$ cat config.mk
export PLATFORM = sky130hd
export DESIGN_NAME = core_alu_seq
export DESIGN_NICKNAME = d
export VERILOG_FILES = /design/src/rtl/core_alu_seq.sv
export SDC_FILE = /design/constraint.sdc
export NUM_CORES = 1
export LEC_CHECK = 0
export ABC_AREA = 1
export ABC_CLOCK_PERIOD_IN_PS = 2670
export BUFFER_PORTS_ARGS = -buffer_cell sky130_fd_sc_hd__buf_2
export CORE_MARGIN = 2
export CORE_UTILIZATION = 35
export CTS_CLUSTER_SIZE = 10
export DETAILED_ROUTE_END_ITERATION = 8
export PLACE_DENSITY = 0.54
export SLEW_MARGIN = 20
export SYNTH_ARGS = -nofsm -noshare
export SYNTH_HDL_FRONTEND = slang
export SYNTH_SLANG_ARGS = --single-unit
$ cat constraint.sdc
create_clock -name I_clock -period 2.67 [get_ports I_clock]
set_clock_uncertainty 0.1 [all_clocks]
set_input_delay 0.267 -clock I_clock [delete_from_list [all_inputs] [get_ports I_clock]]
set_output_delay 0.267 -clock I_clock [all_outputs]
set_load 0.005 [all_outputs]
$ cat src/rtl/core_alu_seq.sv
// Registered ALU: one op per I_valid/O_ready handshake; latency 1, I_count for shifts, 2 for BCD adc/sbc.
// O_ready only in IDLE; O_valid and outputs hold until I_accept, requests outside IDLE are dropped.
module core_alu_seq #(
    parameter int WIDTH      = 8,
    parameter int DECIMAL    = 0,
    parameter int COUNT_BITS = 3
) (
    input  logic                  I_clock,
    input  logic                  I_reset,
    input  logic                  I_valid,
    output logic                  O_ready,
    input  logic [3:0]            I_control,
    input  logic [WIDTH-1:0]      I_lhs,
    input  logic [WIDTH-1:0]      I_rhs,
    input  logic [COUNT_BITS-1:0] I_count,
    input  logic                  I_carry,
    input  logic                  I_overflow,
    input  logic                  I_sign,
    input  logic                  I_zero,
    input  logic                  I_decimal,
    output logic                  O_valid,
    input  logic                  I_accept,
    output logic [WIDTH-1:0]      O_result,
    output logic                  O_carry,
    output logic                  O_overflow,
    output logic                  O_sign,
    output logic                  O_zero
);
    localparam int MSB = WIDTH - 1;
    localparam int NIB = WIDTH / 4;
    localparam logic [COUNT_BITS-1:0] CNT_ONE = COUNT_BITS'(1);

    localparam logic [3:0] OP_NOP = 4'd0,  OP_ADC = 4'd1,  OP_SBC = 4'd2,  OP_CMP = 4'd3;
    localparam logic [3:0] OP_INC = 4'd4,  OP_DEC = 4'd5,  OP_AND = 4'd6,  OP_BIT = 4'd7;
    localparam logic [3:0] OP_OR  = 4'd8,  OP_XOR = 4'd9,  OP_ASL = 4'd10, OP_LSR = 4'd11;
    localparam logic [3:0] OP_ROL = 4'd12, OP_ROR = 4'd13, OP_TXL = 4'd14, OP_TXR = 4'd15;

    typedef enum logic [1:0] {S_IDLE, S_BUSY, S_ADJUST, S_DONE} state_t;

    state_t                r_state;
    state_t                w_state_next;
    logic                  r_valid;
    logic [3:0]            r_op;
    logic [COUNT_BITS-1:0] r_cnt;
    logic [NIB-1:0]        r_nc;
    logic [WIDTH-1:0]      r_result;
    logic                  r_c, r_v, r_n, r_z;

    logic                  w_accept, w_is_shift, w_dec, w_upd;
    logic [WIDTH-1:0]      w_opnd, w_res;
    logic [WIDTH:0]        w_sum, w_diff, w_lx, w_ox;
    logic                  w_c, w_v, w_n, w_z;
    logic [NIB-1:0]        w_nc;
    logic [WIDTH-1:0]      w_st_res;
    logic                  w_st_c;
    logic [WIDTH-1:0]      w_adj_res;
    logic                  w_adj_c, w_adj_cin, w_adj_dc;
    logic [4:0]            w_adj_v;

    assign O_ready    = (r_state == S_IDLE);
    assign O_valid    = r_valid;
    assign O_result   = r_result;
    assign O_carry    = r_c;
    assign O_overflow = r_v;
    assign O_sign     = r_n;
    assign O_zero     = r_z;

    assign w_accept   = I_valid && O_ready;
    assign w_is_shift = (I_control == OP_ASL) || (I_control == OP_LSR) ||
                        (I_control == OP_ROL) || (I_control == OP_ROR);
    assign w_dec      = (DECIMAL != 0) && I_decimal &&
                        ((I_control == OP_ADC) || (I_control == OP_SBC));
    assign w_opnd     = (I_control == OP_SBC) ? ~I_rhs : I_rhs;
    assign w_sum      = {1'b0, I_lhs} + {1'b0, w_opnd} + (WIDTH+1)'(I_carry);
    assign w_diff     = {1'b0, I_lhs} + {1'b0, ~I_rhs} + (WIDTH+1)'(1);
    assign w_lx       = {1'b0, I_lhs};
    assign w_ox       = {1'b0, w_opnd};

    // Binary carry out of each nibble, kept for the BCD correction cycle.
    always_comb begin
        w_nc = '0;
        for (int i = 0; i < NIB; i++) begin
            w_nc[i] = w_sum[4*i+4] ^ w_lx[4*i+4] ^ w_ox[4*i+4];
        end
    end

    always_comb begin
        w_res = I_lhs;
        w_c   = I_carry;
        w_v   = I_overflow;
        w_n   = I_sign;
        w_z   = I_zero;
        w_upd = 1'b1;
        case (I_control)
            OP_NOP: w_upd = 1'b0;
            OP_ADC, OP_SBC: begin
                w_res = w_sum[WIDTH-1:0];
                w_c   = w_sum[WIDTH];
                w_v   = (I_lhs[MSB] == w_opnd[MSB]) && (w_sum[MSB] != I_lhs[MSB]);
            end
            OP_CMP: begin
                w_upd = 1'b0;
                w_c   = w_diff[WIDTH];
                w_z   = (w_diff[WIDTH-1:0] == '0);
                w_n   = w_diff[MSB];
            end
            OP_INC: w_res = I_lhs + WIDTH'(1);
            OP_DEC: w_res = I_lhs - WIDTH'(1);
            OP_AND: w_res = I_lhs & I_rhs;
            OP_OR:  w_res = I_lhs | I_rhs;
            OP_XOR: w_res = I_lhs ^ I_rhs;
            OP_BIT: begin
                w_upd = 1'b0;
                w_z   = ((I_lhs & I_rhs) == '0);
                w_n   = I_rhs[MSB];
                w_v   = I_rhs[MSB-1];
            end
            OP_TXR: w_res = I_rhs;
            default: w_res = I_lhs;
        endcase
        if (w_upd) begin
            w_z = (w_res == '0);
            w_n = w_res[MSB];
        end
    end

    // One shift/rotate step; rol/ror use the carry as the extra ring bit.
    always_comb begin
        w_st_res = r_result;
        w_st_c   = r_c;
        case (r_op)
            OP_ASL:  {w_st_c, w_st_res} = {r_result, 1'b0};
            OP_LSR:  {w_st_res, w_st_c} = {1'b0, r_result};
            OP_ROL:  {w_st_c, w_st_res} = {r_result, r_c};
            OP_ROR:  {w_st_res, w_st_c} = {r_c, r_result};
            default: ;
        endcase
    end

    // adc correction ripples nibble to nibble; sbc borrows are already resolved by the binary sum.
    always_comb begin
        w_adj_res = r_result;
        w_adj_c   = r_c;
        w_adj_cin = 1'b0;
        w_adj_dc  = 1'b0;
        w_adj_v   = '0;
        for (int i = 0; i < NIB; i++) begin
            w_adj_v = {1'b0, r_result[4*i +: 4]} + {4'b0, w_adj_cin};
            if (r_op == OP_SBC) begin
                if (!r_nc[i]) w_adj_v = w_adj_v - 5'd6;
                w_adj_cin = 1'b0;
            end else begin
                w_adj_dc = r_nc[i] || (w_adj_v > 5'd9);
                if (w_adj_dc) w_adj_v = w_adj_v + 5'd6;
                w_adj_cin = w_adj_v[4];
            end
            w_adj_res[4*i +: 4] = w_adj_v[3:0];
        end
        w_adj_c = (r_op == OP_SBC) ? r_nc[NIB-1] : w_adj_dc;
    end

    always_ff @(posedge I_clock or posedge I_reset) begin
        if (I_reset) r_state <= S_IDLE;
        else         r_state <= w_state_next;
    end

    always_comb begin
        w_state_next = r_state;
        case (r_state)
            S_IDLE: begin
                if (w_accept) begin
                    if (w_is_shift && (I_count != '0)) w_state_next = S_BUSY;
                    else if (w_dec)                     w_state_next = S_ADJUST;
                    else                                w_state_next = S_DONE;
                end
            end
            S_BUSY:   if (r_cnt == CNT_ONE) w_state_next = S_DONE;
            S_ADJUST: w_state_next = S_DONE;
            S_DONE:   if (r_valid && I_accept) w_state_next = S_IDLE;
            default:  w_state_next = S_IDLE;
        endcase
    end

    always_ff @(posedge I_clock or posedge I_reset) begin
        if (I_reset) begin
            r_valid  <= 1'b0;
            r_op     <= OP_NOP;
            r_cnt    <= '0;
            r_nc     <= '0;
            r_result <= '0;
            r_c      <= 1'b0;
            r_v      <= 1'b0;
            r_n      <= 1'b0;
            r_z      <= 1'b0;
        end else begin
            case (r_state)
                S_IDLE: begin
                    if (w_accept) begin
                        r_op     <= I_control;
                        r_cnt    <= I_count;
                        r_nc     <= w_nc;
                        r_result <= w_res;
                        r_c      <= w_c;
                        r_v      <= w_v;
                        r_n      <= w_n;
                        r_z      <= w_z;
                    end
                end
                S_BUSY: begin
                    r_result <= w_st_res;
                    r_c      <= w_st_c;
                    r_n      <= w_st_res[MSB];
                    r_z      <= (w_st_res == '0);
                    r_cnt    <= r_cnt - CNT_ONE;
                    r_valid  <= (r_cnt == CNT_ONE);
                end
                S_ADJUST: begin
                    r_result <= w_adj_res;
                    r_c      <= w_adj_c;
                end
                S_DONE: begin
                    if (!r_valid)      r_valid <= 1'b1;
                    else if (I_accept) r_valid <= 1'b0;
                end
                default: ;
            endcase
        end
    end
endmodule

==> results.toml <==
[outcome]
status = "finished, final reports clean"

[final_layout]
diodes = 0
fin_util_pct = 44.6
syn_to_final_growth_pct = 23.9
layout_common_cells = "nand2_1, inv_1, nor2_1, nand3_1, buf_4"
final_layout_size_suffix_gt1_share_pct = 20.1
layout_commonest_cell = "nand2_1"
nNetsFinal = 815

[yosys]
synth_area_um2 = 3920
syn_inst = 632
syn_nets = 719
synth-edff-count = 0
ys_async_sr_fraction_pct = 100
ys_ff_latch = 24
synthFlopType = "dfrtp_1"
yosysSeqAreaShare_pct = 15.3
synth.distinct_cells = 43
postSynthAreaPerCell_um2 = 6.19
yosys_warnings = 0

[clock_network]
cts_sinks = 24
numCtsBuffers = 3
insertion_delay_ns = 0.28
cts_tree = "done"
clk_pin_slew_ns = 0.10
htree_levels = 1
postCtsHoldBufs = 0
cts_root_buf = "clkbuf_8"
cts_buffer_depth = 2

[global_route]
overflow = 0
grt_pass1_vias = 4215
grt_usage_pct = 21.9
grt_pass1_wl_um = 20700
grt_max_degree = 25
antenna_found_initial = 0

[power]
leakage_nw = 2.68
irDropWorstVdd_mv = 0.408
powerDensity_nw_per_um2 = 724

[worst_setup_path]
cp.arrival_ns = 2.64
crit_slowest_cell = "fa_2"
cp_max_fo = 3
critPathTopFamily = "simple AND/OR/NAND/NOR gates"
cpMostUsedCell = "nand2_1"
required_ns = 2.79
cp.buffers_inverters = 2
slowest_delay_ns = 0.40
path_class = "in -> reg"
crit_path_start_kind = "input pin"
cp_cell_sequence = "buf_2, nor2_4, nand2_4, xor2_2, fa_2, fa_2, inv_2, nand2_2, nand2_1, nor2_1, nor2_1, nand2_1, nor2_2, nand2_1, nor2_1, nand3_1, o21ai_1, nand2_1, a21oi_2"
endpoint_kind = "register"

[sta]
tightest_slew_ns = 1.01
final_max_slew_viol_count = 0
fin_tns_setup_ns = 0
period_minus_slack_ns = 2.52
hold_viol_final = 0
period_share_pct = 94.5
finalSetupViolations = 0
fmax_ghz = 0.396
slew_headroom_pct = 32.7

[routing]
vias = 4442
drtAntennaViolNets = 0
routedWlPerCell_um = 15.0
drt-total-wl_um = 13000
drtIter0Drc = 231
drt_pass1_iterations = 5
drc_errors = 0
routed_via_density = 5.12

[die]
dieArea_um2 = 12000
io_pins = 46
core-area_um2 = 10900
start_util_pct = 36.0
die_height_um = 110
die_x_um = 110
rows = 38

[place]
portBuffers = 44
hpwl_um = 10800
place_congestion = 0.988

[flow_run]
max-cap-violations = 0

[hold_path]
holdCritPathClass = "in -> async"
sequential cells by signal, indices dropped and copies added (netlist names):
name,flops
r_state,2
O_zero,1
O_valid,1
r_op,4
O_sign,1
O_carry,1
r_cnt,3
O_result,8
O_overflow,1
r_nc,2
cell type report:
type,instances,area (um^2)
Multi-Input combinational cell,502,3010
Fill cell,1210,6040
Inverter,99,372
Clock buffer,3,41.3
Sequential cell,24,601
Tap cell,140,175
Timing Repair Buffer,98,628
Clock inverter,1,30.0
report_power, final:
part	internal, W	switching, W
combinational	0.000964	0.00150
clock	0.000201	0.000138
sequential	0.000548	0.000159
total	0.00171	0.00180
cell usage after synthesis, types with 4 or more instances:
library cell	n	share of area (%)
dfrtp_1	24	15
a21oi_1	32	4.1
nand3_1	62	7.9
nand2_1	162	16
inv_2	6	0.58
nor2_2	5	0.80
fa_1	4	2.0
inv_1	90	8.6
o221ai_1	8	1.8
nor2_1	71	6.8
xor2_1	16	3.6
o21ai_1	4	0.51
a31oi_1	4	0.64
nand4_1	5	0.80
o22ai_1	4	0.64
nand3b_1	12	2.3
ha_1	51	16
o21ai_0	31	4.0
repair_timing:
action	CTS	global route
resized for setup	0	24
endpoints found under the setup margin	0	6
buffers inserted	0	1
metal layers:
metal	routed length, um	up-vias	track usage (%)	share of wire, %
met5	0	-	0	0
met3	504	27	1.24	3.9
met4	381	0	7.50	2.9
li1	-	2248	-	-
met1	5870	2037	27.6	45
met2	6240	130	39.3	48
cells by family (layout without fill, tap and decap cells):
| family | Yosys count | count (layout) | share of synthesized area, % |
|---|---|---|---|
| AOI/OAI and AO/OA | 99 | 99 | 14.9 |
| xor gates and xnor gates | 18 | 18 | 4.03 |
| adders and majority gates | 55 | 55 | 18.3 |
| buffers and inverters | 106 | 201 | 10.5 |
| and+or+nand+nor | 330 | 330 | 36.8 |
| DFF | 24 | 24 | 15.3 |
path summary, 6_finish.rpt:
path                                to  slack (ns)    startpoint  depth (start not counted)
max reg2reg                O_result[5]        0.18       r_op[0]                         16
min reg2reg                     O_sign        0.42        O_sign                          2
max                             O_zero        0.15  I_control[3]                         19
max in group asynchronous  O_result[3]        1.75       I_reset                          2
min                         r_state[0]        0.10       I_reset                          2
min in group I_clock          r_cnt[1]        0.14    I_count[1]                          3
through the flow:
stage               hold WS, ns  power [W]  cells  area, um^2  setup slack, ns
CTS                       0.148    0.00341    866        4760           0.0749
floorplan                 0.182    0.00228    632        3930          -0.0103
global route              0.180    0.00390    867        4850         -0.00800
global placement          0.391    0.00303    862        4680           -0.123
finish                    0.104    0.00351    867        4850            0.146
detailed placement        0.397    0.00307    862        4680           -0.183
(Power assumes the default switching activity.)
